[config.mk]
export PLATFORM = sky130hd
export DESIGN_NAME = snd_seq
export DESIGN_NICKNAME = d
export VERILOG_FILES = /design/src/rtl/snd_pkg.sv /design/src/rtl/snd_seq_fifo.sv /design/src/rtl/snd_seq.sv
export SDC_FILE = /design/constraint.sdc
export NUM_CORES = 1
export LEC_CHECK = 0
export ABC_AREA = 1
export CORE_ASPECT_RATIO = 1.75
export CORE_MARGIN = 2
export CORE_UTILIZATION = 63
export DETAILED_ROUTE_END_ITERATION = 10
export PLACE_DENSITY = 0.8
export SYNTH_ARGS = -nofsm -noshare
export SYNTH_HDL_FRONTEND = slang
export SYNTH_HIERARCHICAL = 1
export SYNTH_SLANG_ARGS = --single-unit
[constraint.sdc]
create_clock -name clk -period 3.4 [get_ports clk]
set_input_delay 0.85 -clock clk [delete_from_list [all_inputs] [get_ports clk]]
set_output_delay 0.85 -clock clk [all_outputs]
set_load 0.03 [all_outputs]
[src/rtl/snd_pkg.sv]
// Shared encodings for the sound command sequencer: FSM states, CPU register map,
// command-entry bit positions and status-register bit indices.
package snd_pkg;
    typedef enum logic [1:0] {
        ST_IDLE  = 2'd0,
        ST_FETCH = 2'd1,
        ST_WRITE = 2'd2,
        ST_WAIT  = 2'd3
    } seq_state_t;

    localparam logic [1:0] REG_DATA = 2'd0;
    localparam logic [1:0] REG_CMD  = 2'd1;
    localparam logic [1:0] REG_CTRL = 2'd2;
    localparam logic [1:0] REG_STAT = 2'd3;

    // Command byte sits in the upper half of a FIFO entry.
    localparam int CMD_WAIT = 7;
    localparam int ENT_WAIT = CMD_WAIT + 8;

    localparam int CTRL_RUN    = 0;
    localparam int CTRL_FLUSH  = 1;
    localparam int CTRL_IRQ_EN = 2;
    localparam int CTRL_ACK    = 3;

    localparam int STAT_OVF   = 7;
    localparam int STAT_IRQ   = 6;
    localparam int STAT_FULL  = 5;
    localparam int STAT_EMPTY = 4;
    localparam int STAT_BUSY  = 3;
endpackage

[src/rtl/snd_seq_fifo.sv]
// Synchronous command FIFO, depth 2^AW; pop data appears one cycle after pop.
// Push while full is dropped; flush clears contents and beats a same-cycle push.
module snd_seq_fifo #(
    parameter int AW = 5,
    parameter int DW = 16
) (
    input  logic          clk,
    input  logic          rst,
    input  logic          flush,
    input  logic          push,
    input  logic [DW-1:0] push_dat,
    input  logic          pop,
    output logic [DW-1:0] pop_dat,
    output logic [AW:0]   level,
    output logic          full,
    output logic          empty
);
    logic [DW-1:0] mem [0:(2**AW)-1];
    logic [AW-1:0] wr_ptr;
    logic [AW-1:0] rd_ptr;
    logic          do_push;
    logic          do_pop;

    assign full    = (level == (AW+1)'(2**AW));
    assign empty   = (level == '0);
    assign do_push = push && !full;
    assign do_pop  = pop && !empty;

    always_ff @(posedge clk) begin
        if (rst || flush) begin
            wr_ptr <= '0;
            rd_ptr <= '0;
            level  <= '0;
        end else begin
            if (do_push) wr_ptr <= wr_ptr + 1'b1;
            if (do_pop)  rd_ptr <= rd_ptr + 1'b1;
            level <= level + {{AW{1'b0}}, do_push} - {{AW{1'b0}}, do_pop};
        end
    end

    always_ff @(posedge clk) begin
        if (do_push && !flush) mem[wr_ptr] <= push_dat;
    end

    always_ff @(posedge clk) begin
        if (rst)         pop_dat <= '0;
        else if (do_pop) pop_dat <= mem[rd_ptr];
    end
endmodule

[src/rtl/snd_seq.sv]
// Timed register-write sequencer: pops {cmd,data} entries and either strobes one synth
// write (registered, one cycle after WRITE sees snd_busy low) or waits N divider ticks.
module snd_seq
    import snd_pkg::*;
#(
    parameter int FIFO_AW  = 5,
    parameter int TICK_DIV = 16000
) (
    input  logic       clk,
    input  logic       rst,
    input  logic       cs,
    input  logic       we,
    input  logic [1:0] addr,
    input  logic [7:0] din,
    output logic [7:0] dout,
    input  logic       snd_busy,
    output logic       snd_cs,
    output logic       snd_we,
    output logic [3:0] snd_addr,
    output logic [7:0] snd_din,
    output logic       irq
);
    localparam int TW = $clog2(TICK_DIV);

    seq_state_t        state, state_nxt;
    logic [7:0]        data_stage;
    logic              run, irq_en, irq_flag, ovf, cmd_done;
    logic [TW-1:0]     tick_cnt;
    logic              tick;
    logic [14:0]       wait_cnt;
    logic [15:0]       fifo_dat;
    logic [FIFO_AW:0]  level;
    logic              full, empty;
    logic              cpu_wr, cpu_rd, push, ctrl_wr, flush, ack;
    logic              pop, load_wr, load_wait, strobe, dec, done;
    logic              wait_zero, busy, irq_set;

    assign cpu_wr    = cs && we;
    assign cpu_rd    = cs && !we;
    assign push      = cpu_wr && (addr == REG_CMD);
    assign ctrl_wr   = cpu_wr && (addr == REG_CTRL);
    assign flush     = ctrl_wr && din[CTRL_FLUSH];
    assign ack       = ctrl_wr && din[CTRL_ACK];
    assign wait_zero = (fifo_dat[14:0] == 15'd0);
    assign busy      = (state != ST_IDLE);
    assign tick      = (tick_cnt == TW'(TICK_DIV - 1));
    // A finished command raises the flag only once the queue has fully drained.
    assign irq_set   = cmd_done && run && (state == ST_IDLE) && empty;
    assign irq       = irq_flag && irq_en;

    snd_seq_fifo #(.AW(FIFO_AW), .DW(16)) u_fifo (
        .clk      (clk),
        .rst      (rst),
        .flush    (flush),
        .push     (push),
        .push_dat ({din, data_stage}),
        .pop      (pop),
        .pop_dat  (fifo_dat),
        .level    (level),
        .full     (full),
        .empty    (empty)
    );

    always_ff @(posedge clk) begin
        if (rst) tick_cnt <= '0;
        else if (tick) tick_cnt <= '0;
        else tick_cnt <= tick_cnt + 1'b1;
    end

    always_ff @(posedge clk) begin
        if (rst) state <= ST_IDLE;
        else     state <= state_nxt;
    end

    always_comb begin
        state_nxt = state;
        case (state)
            ST_IDLE:  if (run && !empty) state_nxt = ST_FETCH;
            ST_FETCH: begin
                if (!fifo_dat[ENT_WAIT]) state_nxt = ST_WRITE;
                else if (wait_zero)      state_nxt = ST_IDLE;
                else                     state_nxt = ST_WAIT;
            end
            ST_WRITE: if (!snd_busy) state_nxt = ST_IDLE;
            ST_WAIT:  if (tick && run && wait_cnt == 15'd1) state_nxt = ST_IDLE;
            default:  state_nxt = ST_IDLE;
        endcase
        if (flush) state_nxt = ST_IDLE;
    end

    always_comb begin
        pop       = 1'b0;
        load_wr   = 1'b0;
        load_wait = 1'b0;
        strobe    = 1'b0;
        dec       = 1'b0;
        done      = 1'b0;
        if (!flush) begin
            case (state)
                ST_IDLE:  pop = run && !empty;
                ST_FETCH: begin
                    load_wr   = !fifo_dat[ENT_WAIT];
                    load_wait = fifo_dat[ENT_WAIT] && !wait_zero;
                    done      = fifo_dat[ENT_WAIT] && wait_zero;
                end
                ST_WRITE: begin
                    strobe = !snd_busy;
                    done   = !snd_busy;
                end
                ST_WAIT: begin
                    dec  = tick && run;
                    done = tick && run && (wait_cnt == 15'd1);
                end
                default: ;
            endcase
        end
    end

    always_ff @(posedge clk) begin
        if (rst) begin
            wait_cnt <= '0;
            snd_cs   <= 1'b0;
            snd_we   <= 1'b0;
            snd_addr <= '0;
            snd_din  <= '0;
        end else begin
            snd_cs <= strobe;
            snd_we <= strobe;
            if (load_wr) begin
                snd_addr <= fifo_dat[11:8];
                snd_din  <= fifo_dat[7:0];
            end
            if (load_wait) wait_cnt <= fifo_dat[14:0];
            else if (dec)  wait_cnt <= wait_cnt - 15'd1;
        end
    end

    always_ff @(posedge clk) begin
        if (rst) begin
            data_stage <= '0;
            run        <= 1'b0;
            irq_en     <= 1'b0;
            ovf        <= 1'b0;
            irq_flag   <= 1'b0;
            cmd_done   <= 1'b0;
        end else begin
            if (cpu_wr && addr == REG_DATA) data_stage <= din;
            if (ctrl_wr) begin
                run    <= din[CTRL_RUN];
                irq_en <= din[CTRL_IRQ_EN];
            end
            if (push && full) ovf <= 1'b1;
            else if (ack)     ovf <= 1'b0;
            if (irq_set)      irq_flag <= 1'b1;
            else if (ack)     irq_flag <= 1'b0;
            if (flush || pop || irq_set) cmd_done <= 1'b0;
            else if (done)               cmd_done <= 1'b1;
        end
    end

    always_ff @(posedge clk) begin
        if (rst) dout <= '0;
        else if (cpu_rd) begin
            case (addr)
                REG_DATA: dout <= data_stage;
                REG_CMD:  dout <= 8'(level);
                REG_CTRL: dout <= {5'b0, irq_en, 1'b0, run};
                default:  dout <= {ovf, irq_flag, full, empty, busy, 1'b0, state};
            endcase
        end
    end
endmodule
==> flow_metrics.env, run 1 <==
export IMPL_grt_max_degree=188
export IMPL_fin_cells=3322
export IMPL_vias_per_cell=5.79
export IMPL_htree_levels=2
export IMPL_yosysMostFrequentCell="nand2_1"
export IMPL_insertion_delay_ns=0.59
export IMPL_cp_max_fo=4
export IMPL_dp_hpwl_um=43100
export IMPL_netlist_cell_type_count=39
export IMPL_rows=98
export IMPL_tightest_slew_ns=1.24
export IMPL_synth_largest_area_cell="edfxtp_1"
export IMPL_cts_setup_buffers=0
export IMPL_fmax_ghz=0.346
export IMPL_grt_usage=0.318
export IMPL_synth_area_leaders="edfxtp_1 (59%), nand2_1 (12%), dfxtp_1 (7.4%)"
export IMPL_dr_first_iter_drc_count=2216
export IMPL_critPathLaunchType="flop"
export IMPL_slew_viol_final=0
export IMPL_grt_overflow=0
export IMPL_multi_input_area_um2=7180
export IMPL_ys_flop_type="edfxtp_1"
export IMPL_hp_class="reg2reg"
export IMPL_required_ns=3.86
export IMPL_wire_per_inst_um=20.4
export IMPL_pre_cts_ws_ns=-0.101
export IMPL_cts_buffers=52
export IMPL_drive_gt1_frac=0.0740
export IMPL_ant_nets=0
export IMPL_dieHeight_um=274
export IMPL_die_w_um=158
export IMPL_synthArstFlopShare=0
export IMPL_synthesis_area_um2=26200
export IMPL_outcome="complete, but fails checks"
export IMPL_setup_tns_final_ns=0
export IMPL_seqCellArea_um2=17300
export IMPL_dieArea_um2=43300
export IMPL_grt_first_pass_wirelength_um=103000
export IMPL_cts_tree="yes"
export IMPL_routed_wl_um=67700
export IMPL_clock_path_buffers=3
export IMPL_p_leak_uw=0.0117
export IMPL_maxCapViolations=0
export IMPL_reg2reg_depth=18
export IMPL_synth_area_per_cell_um2=9.81
export IMPL_drc=1
export IMPL_initial_core_util=0.640
export IMPL_ir_worst_vdd_mv=0.430
export IMPL_synth_top_area_share=0.587
export IMPL_powerDensity_nw_per_um2=514
export IMPL_antenna_found_initial=0
export IMPL_routabilityCongestion=0.969
export IMPL_grt_pass1_vias=18807
export IMPL_core_area_um2=41000
export IMPL_n_antenna_cell=0
export IMPL_ys_seq_area_frac=0.661
export IMPL_clock_sinks=609
export IMPL_min_period_ns=2.89
export IMPL_yosysWarnings=6
export IMPL_crit_path_end_kind="flop"
export IMPL_holdPathStages=1
export IMPL_final_nets=2763
export IMPL_n_fill_cell=2873
export IMPL_fin_ws_ns=0.506
export IMPL_hold_buffers=0
export IMPL_vias=19218
export IMPL_syn_instance_count=2671
export IMPL_power_total_uw=15100
export IMPL_root_buffer="clkbuf_16"
export IMPL_hold_violations=0
export IMPL_dp_cells=3226
export IMPL_ctsResizeCount=0
export IMPL_synthTopCellsByCount="nand2_1 (828), edfxtp_1 (512), nand3_1 (331)"
export IMPL_portBuffers=37
export IMPL_yosys_register_bits=609
export IMPL_setup_viol=0
export IMPL_num_io_pins=38
export IMPL_fin_crit_sh=0.851
export IMPL_rsz0062_at_grt="false"
export IMPL_synth_edff_count=512
export IMPL_drtPass1Iterations=9
export IMPL_fin_util=0.715
export IMPL_syn2layout_area_growth_pct=11.8
export IMPL_clk_transition_reported_paths_ns=0.07
export IMPL_skew_ns=0.0229
export IMPL_syn_nets=2704
export IMPL_worstSetupPathType="reg2reg"
export IMPL_critPathArrivalTime_ns=3.35
export IMPL_max_slew_margin_rel=0.173
export IMPL_violations="design-rule violations"
[state kept, by name, summed over array words and instances (netlist names), 2 cells and up]
register and count:
data_stage 8, dout 8, snd_addr 4, snd_din 8, state 2, tick_cnt 14
u_fifo/level 6, u_fifo/mem 512, u_fifo/pop_dat 16, u_fifo/rd_ptr 5, u_fifo/wr_ptr 5, wait_cnt 15
[report_power, final]
group / switching, uW / leakage, uW / internal, uW
Sequential: 79.0 / 0.00545 / 8130
Clock: 2610 / 0.000823 / 3290
Combinational: 674 / 0.00544 / 287
Total: 3360 / 0.0117 / 11700
[critical path: stages, from the launching register on]
cell      delay [ns]
dfxtp_1         0.37
inv_1           0.08
ha_1            0.21
nand4_1         0.13
inv_1           0.09
nor3_1          0.23
nand2_1         0.07
inv_1           0.06
nand2_1         0.06
inv_1           0.09
ha_1            0.23
inv_1           0.06
ha_1            0.15
inv_1           0.06
fa_1            0.43
nor3_1          0.20
a211oi_1        0.07
o21ai_0         0.14
a21oi_1         0.05
[cell families after synthesis]
family                     Yosys count  synth area share
xor gates and xnor gates            13           0.00435
DFF                                609             0.661
AOI/OAI and AO/OA                  156            0.0317
buffers and inverters              422            0.0649
adders and majority gates           18           0.00888
and+or+nand+nor                   1453             0.229
[metrics by stage]
step | hold WS [ns] | cell area [um2]
2_1_floorplan | 0.413 | 26200
3_3_place_gp | 0.421 | 27600
3_5_place_dp | 0.442 | 27600
4_1_cts | 0.454 | 29300
5_1_grt | 0.468 | 29300
6_report | 0.449 | 29300
[cell usage in the layout, fill, tap and decap left out, drive strengths merged, types with 17 or more instances in the layout]
| master | synthesis | routed |
|---|---|---|
| a21oi | 79 | 79 |
| buf | 91 | 91 |
| clkbuf | 32 | 66 |
| clkdlybuf4s50 | 0 | 37 |
| clkinv | 2 | 22 |
| dfxtp | 97 | 97 |
| edfxtp | 512 | 512 |
| ha | 17 | 17 |
| inv | 297 | 297 |
| nand2 | 832 | 832 |
| nand3 | 333 | 333 |
| nor2 | 263 | 263 |
| o21ai | 59 | 59 |
[path summary, 6_finish.rpt]
check	startpoint	slack, ns	end
setup / recovery	u_fifo/level[2]	0.51	u_fifo/level[4]
hold / removal	tick_cnt[0]	0.45	tick_cnt[0]
setup reg to reg	u_fifo/level[2]	0.51	u_fifo/level[4]
hold reg to reg	tick_cnt[0]	0.45	tick_cnt[0]
[layout make-up]
class / count / share of cell area
sequential: 609 / 0.591
multi-input combinational: 1640 / 0.245
clock buffer: 66 / 0.0487
timing repair buffer: 128 / 0.0432
inverter: 299 / 0.0386
tap: 550 / 0.0235
clock inverter: 30 / 0.00957
[metal layers]
metal  GRT usage  share of wire  wire, um  vias up
li1            -              -         -     8867
met1       0.355           0.34     22800     9083
met2       0.554           0.51     34500      984
met3      0.0477          0.074      5040      284
met4       0.220          0.080      5400        0
met5           0              0         0        -
Power figures use the tool's default switching activity.
==> run 2, diff against run 1 <==
--- a/config.mk
+++ b/config.mk
@@ -6,6 +6,7 @@
 export NUM_CORES = 1
 export LEC_CHECK = 0
 export ABC_AREA = 1
+export CAP_MARGIN = 20
 export CORE_ASPECT_RATIO = 1.75
 export CORE_MARGIN = 2
 export CORE_UTILIZATION = 63
==> run 2 against run 1 <==
Maximum frequency hardly changed. Total power hardly changed. Worst setup slack better by 0.0026 ns. Register-to-register slack barely moved. Sequential share of layout area about the same. Critical path depth down 4. Largest cell class unchanged. Wire length hardly changed. Global-route usage unchanged. Clock skew down 0.0033 ns. The flow now finishes without violations.
==> flow_metrics.env, run 2 (synthesis gave the netlist of run 1 again) <==
export IMPL_layout_common_cells="nand2_1 (828), edfxtp_1 (512), nand3_1 (331)"
export IMPL_grt_pass1_vias=18807
export IMPL_syn2layout_area_growth_pct=11.9
export IMPL_dr_first_iter_drc_count=2279
export IMPL_wire_per_inst_um=20.4
export IMPL_worstSetupPathType="in2reg"
export IMPL_final_nets=2764
export IMPL_routabilityCongestion=0.969
export IMPL_min_period_ns=2.89
export IMPL_htree_levels=2
export IMPL_dieHeight_um=274
export IMPL_die_w_um=158
export IMPL_cts_buffers=52
export IMPL_tightest_slew_ns=1.18
export IMPL_antenna_found_initial=0
export IMPL_setup_viol=0
export IMPL_rsz0062_at_grt="false"
export IMPL_routed_wl_um=67800
export IMPL_path_delay_family="adder cells"
export IMPL_maxCapViolations=0
export IMPL_vias_per_cell=5.82
export IMPL_num_io_pins=38
export IMPL_largest_register_ff_count=512
export IMPL_grt_usage=0.318
export IMPL_fmax_ghz=0.346
export IMPL_portBuffers=37
export IMPL_hold_violations=0
export IMPL_power_switching_uw=3370
export IMPL_critPathLaunchType="input port"
export IMPL_slew_viol_final=0
export IMPL_initial_core_util=0.640
export IMPL_clk_transition_reported_paths_ns=0.07
export IMPL_insertion_delay_ns=0.59
export IMPL_dp_hpwl_um=43100
export IMPL_ctsResizeCount=0
export IMPL_critPathArrivalTime_ns=3.35
export IMPL_required_ns=3.86
export IMPL_dieArea_um2=43300
export IMPL_cts_setup_buffers=0
export IMPL_clock_sinks=609
export IMPL_vias=19346
export IMPL_cp_max_fo=3
export IMPL_clock_path_buffers=3
export IMPL_swShare=0.224
export IMPL_sequentialPowerShare=0.544
export IMPL_worstPathCellList="clkdlybuf4s50_1 -> nand2_1 -> buf_4 -> nor2_1 -> nand2_1 -> ha_1 -> inv_1 -> ha_1 -> inv_1 -> fa_1 -> nor3_1 -> a211oi_1 -> o21ai_0 -> a21oi_1"
export IMPL_cts_tree="yes"
export IMPL_grt_overflow=0
export IMPL_fin_crit_sh=0.850
export IMPL_cp_slowest_cell="clkdlybuf4s50_1"
export IMPL_hp_class="reg2reg"
export IMPL_core_area_um2=41000
export IMPL_crit_path_end_kind="flop"
export IMPL_grt_max_degree=188
export IMPL_p_int_uw=11700
export IMPL_seqCellArea_um2=17300
export IMPL_outcome="complete, no violations"
export IMPL_ir_worst_vdd_mv=0.434
export IMPL_grt_first_pass_wirelength_um=103000
export IMPL_n_fill_cell=2872
export IMPL_powerDensity_nw_per_um2=514
export IMPL_comb_power_share=0.064
export IMPL_whs_ns=0.449
export IMPL_clockPowerShare=0.392
export IMPL_skew_ns=0.0196
export IMPL_fin_ws_ns=0.509
export IMPL_layout_commonest_cell="nand2_1"
export IMPL_rows=98
export IMPL_r2r_slack_ns=0.51
export IMPL_multi_input_area_um2=7180
export IMPL_pre_cts_ws_ns=-0.101
export IMPL_hold_buffers=0
export IMPL_drc=0
export IMPL_reg_top3="u_fifo/mem x512, u_fifo/pop_dat x16, wait_cnt x15"
export IMPL_drtPass1Iterations=8
export IMPL_drive_gt1_frac=0.0743
export IMPL_max_slew_margin_rel=0.211
export IMPL_root_buffer="clkbuf_16"
export IMPL_p_leak_uw=0.0117
export IMPL_largest_register="u_fifo/mem"
export IMPL_ant_nets=0
export IMPL_cp_slowest_stage_delay_ns=0.48
export IMPL_cp_num_buf_inv=4
==> run 2: worst paths after layout <==
check,from,end,depth (start not counted)
max,we,u_fifo/level[4],14
min,tick_cnt[0],tick_cnt[0],1
max reg2reg,u_fifo/level[2],u_fifo/level[4],18
min reg2reg,tick_cnt[0],tick_cnt[0],1
==> run 2: layout make-up <==
cell class,count,share of cell area
Antenna cell,3,0.000256
Clock buffer,66,0.0486
Clock inverter,30,0.00956
Inverter,299,0.0385
Multi-Input combinational cell,1640,0.245
Sequential cell,609,0.591
Tap cell,550,0.0235
Timing Repair Buffer,129,0.0437
==> run 2: worst reg2reg max path: stages, from the launching register on <==
cell and delay, ns:
dfxtp_1 0.37, inv_1 0.08, ha_1 0.21, nand4_1 0.12
inv_1 0.09, nor3_1 0.23, nand2_1 0.08, inv_1 0.06
nand2_1 0.06, inv_1 0.09, ha_1 0.23, inv_1 0.06
ha_1 0.16, inv_1 0.06, fa_1 0.43, nor3_1 0.20
a211oi_1 0.08, o21ai_0 0.14, a21oi_1 0.05
==> run 2: per-layer routing <==
layer,track usage,part of all wire,up-vias
li1,-,-,8881
met1,0.355,0.34,9139
met3,0.0477,0.073,276
met4,0.220,0.078,0
met2,0.554,0.51,1050
met5,0,0,-
==> run 2: through the flow <==
stage | total power [uW] | instance area [um2] | instances | utilization | TNS [ns]
2_1_floorplan | 8910 | 26200 | 2671 | - | 0
3_3_place_gp | 9270 | 27600 | 3226 | 0.674 | -0.110
3_5_place_dp | 9300 | 27600 | 3226 | 0.674 | -0.101
4_1_cts | 15100 | 29300 | 3322 | 0.715 | 0
5_1_grt | 15500 | 29300 | 3323 | 0.716 | 0
6_report | 15100 | 29300 | 3326 | 0.716 | 0
==> run 2: power by group through the flow <==
| stage | Clock (uW) | Combinational [uW] | Sequential, uW |
|---|---|---|---|
| CTS | 5950 | 943 | 8200 |
| global route | 6200 | 1050 | 8210 |
| global placement | 0 | 910 | 8360 |
| floorplan | 0 | 513 | 8390 |
| finish | 5900 | 965 | 8200 |
| detailed placement | 0 | 935 | 8370 |
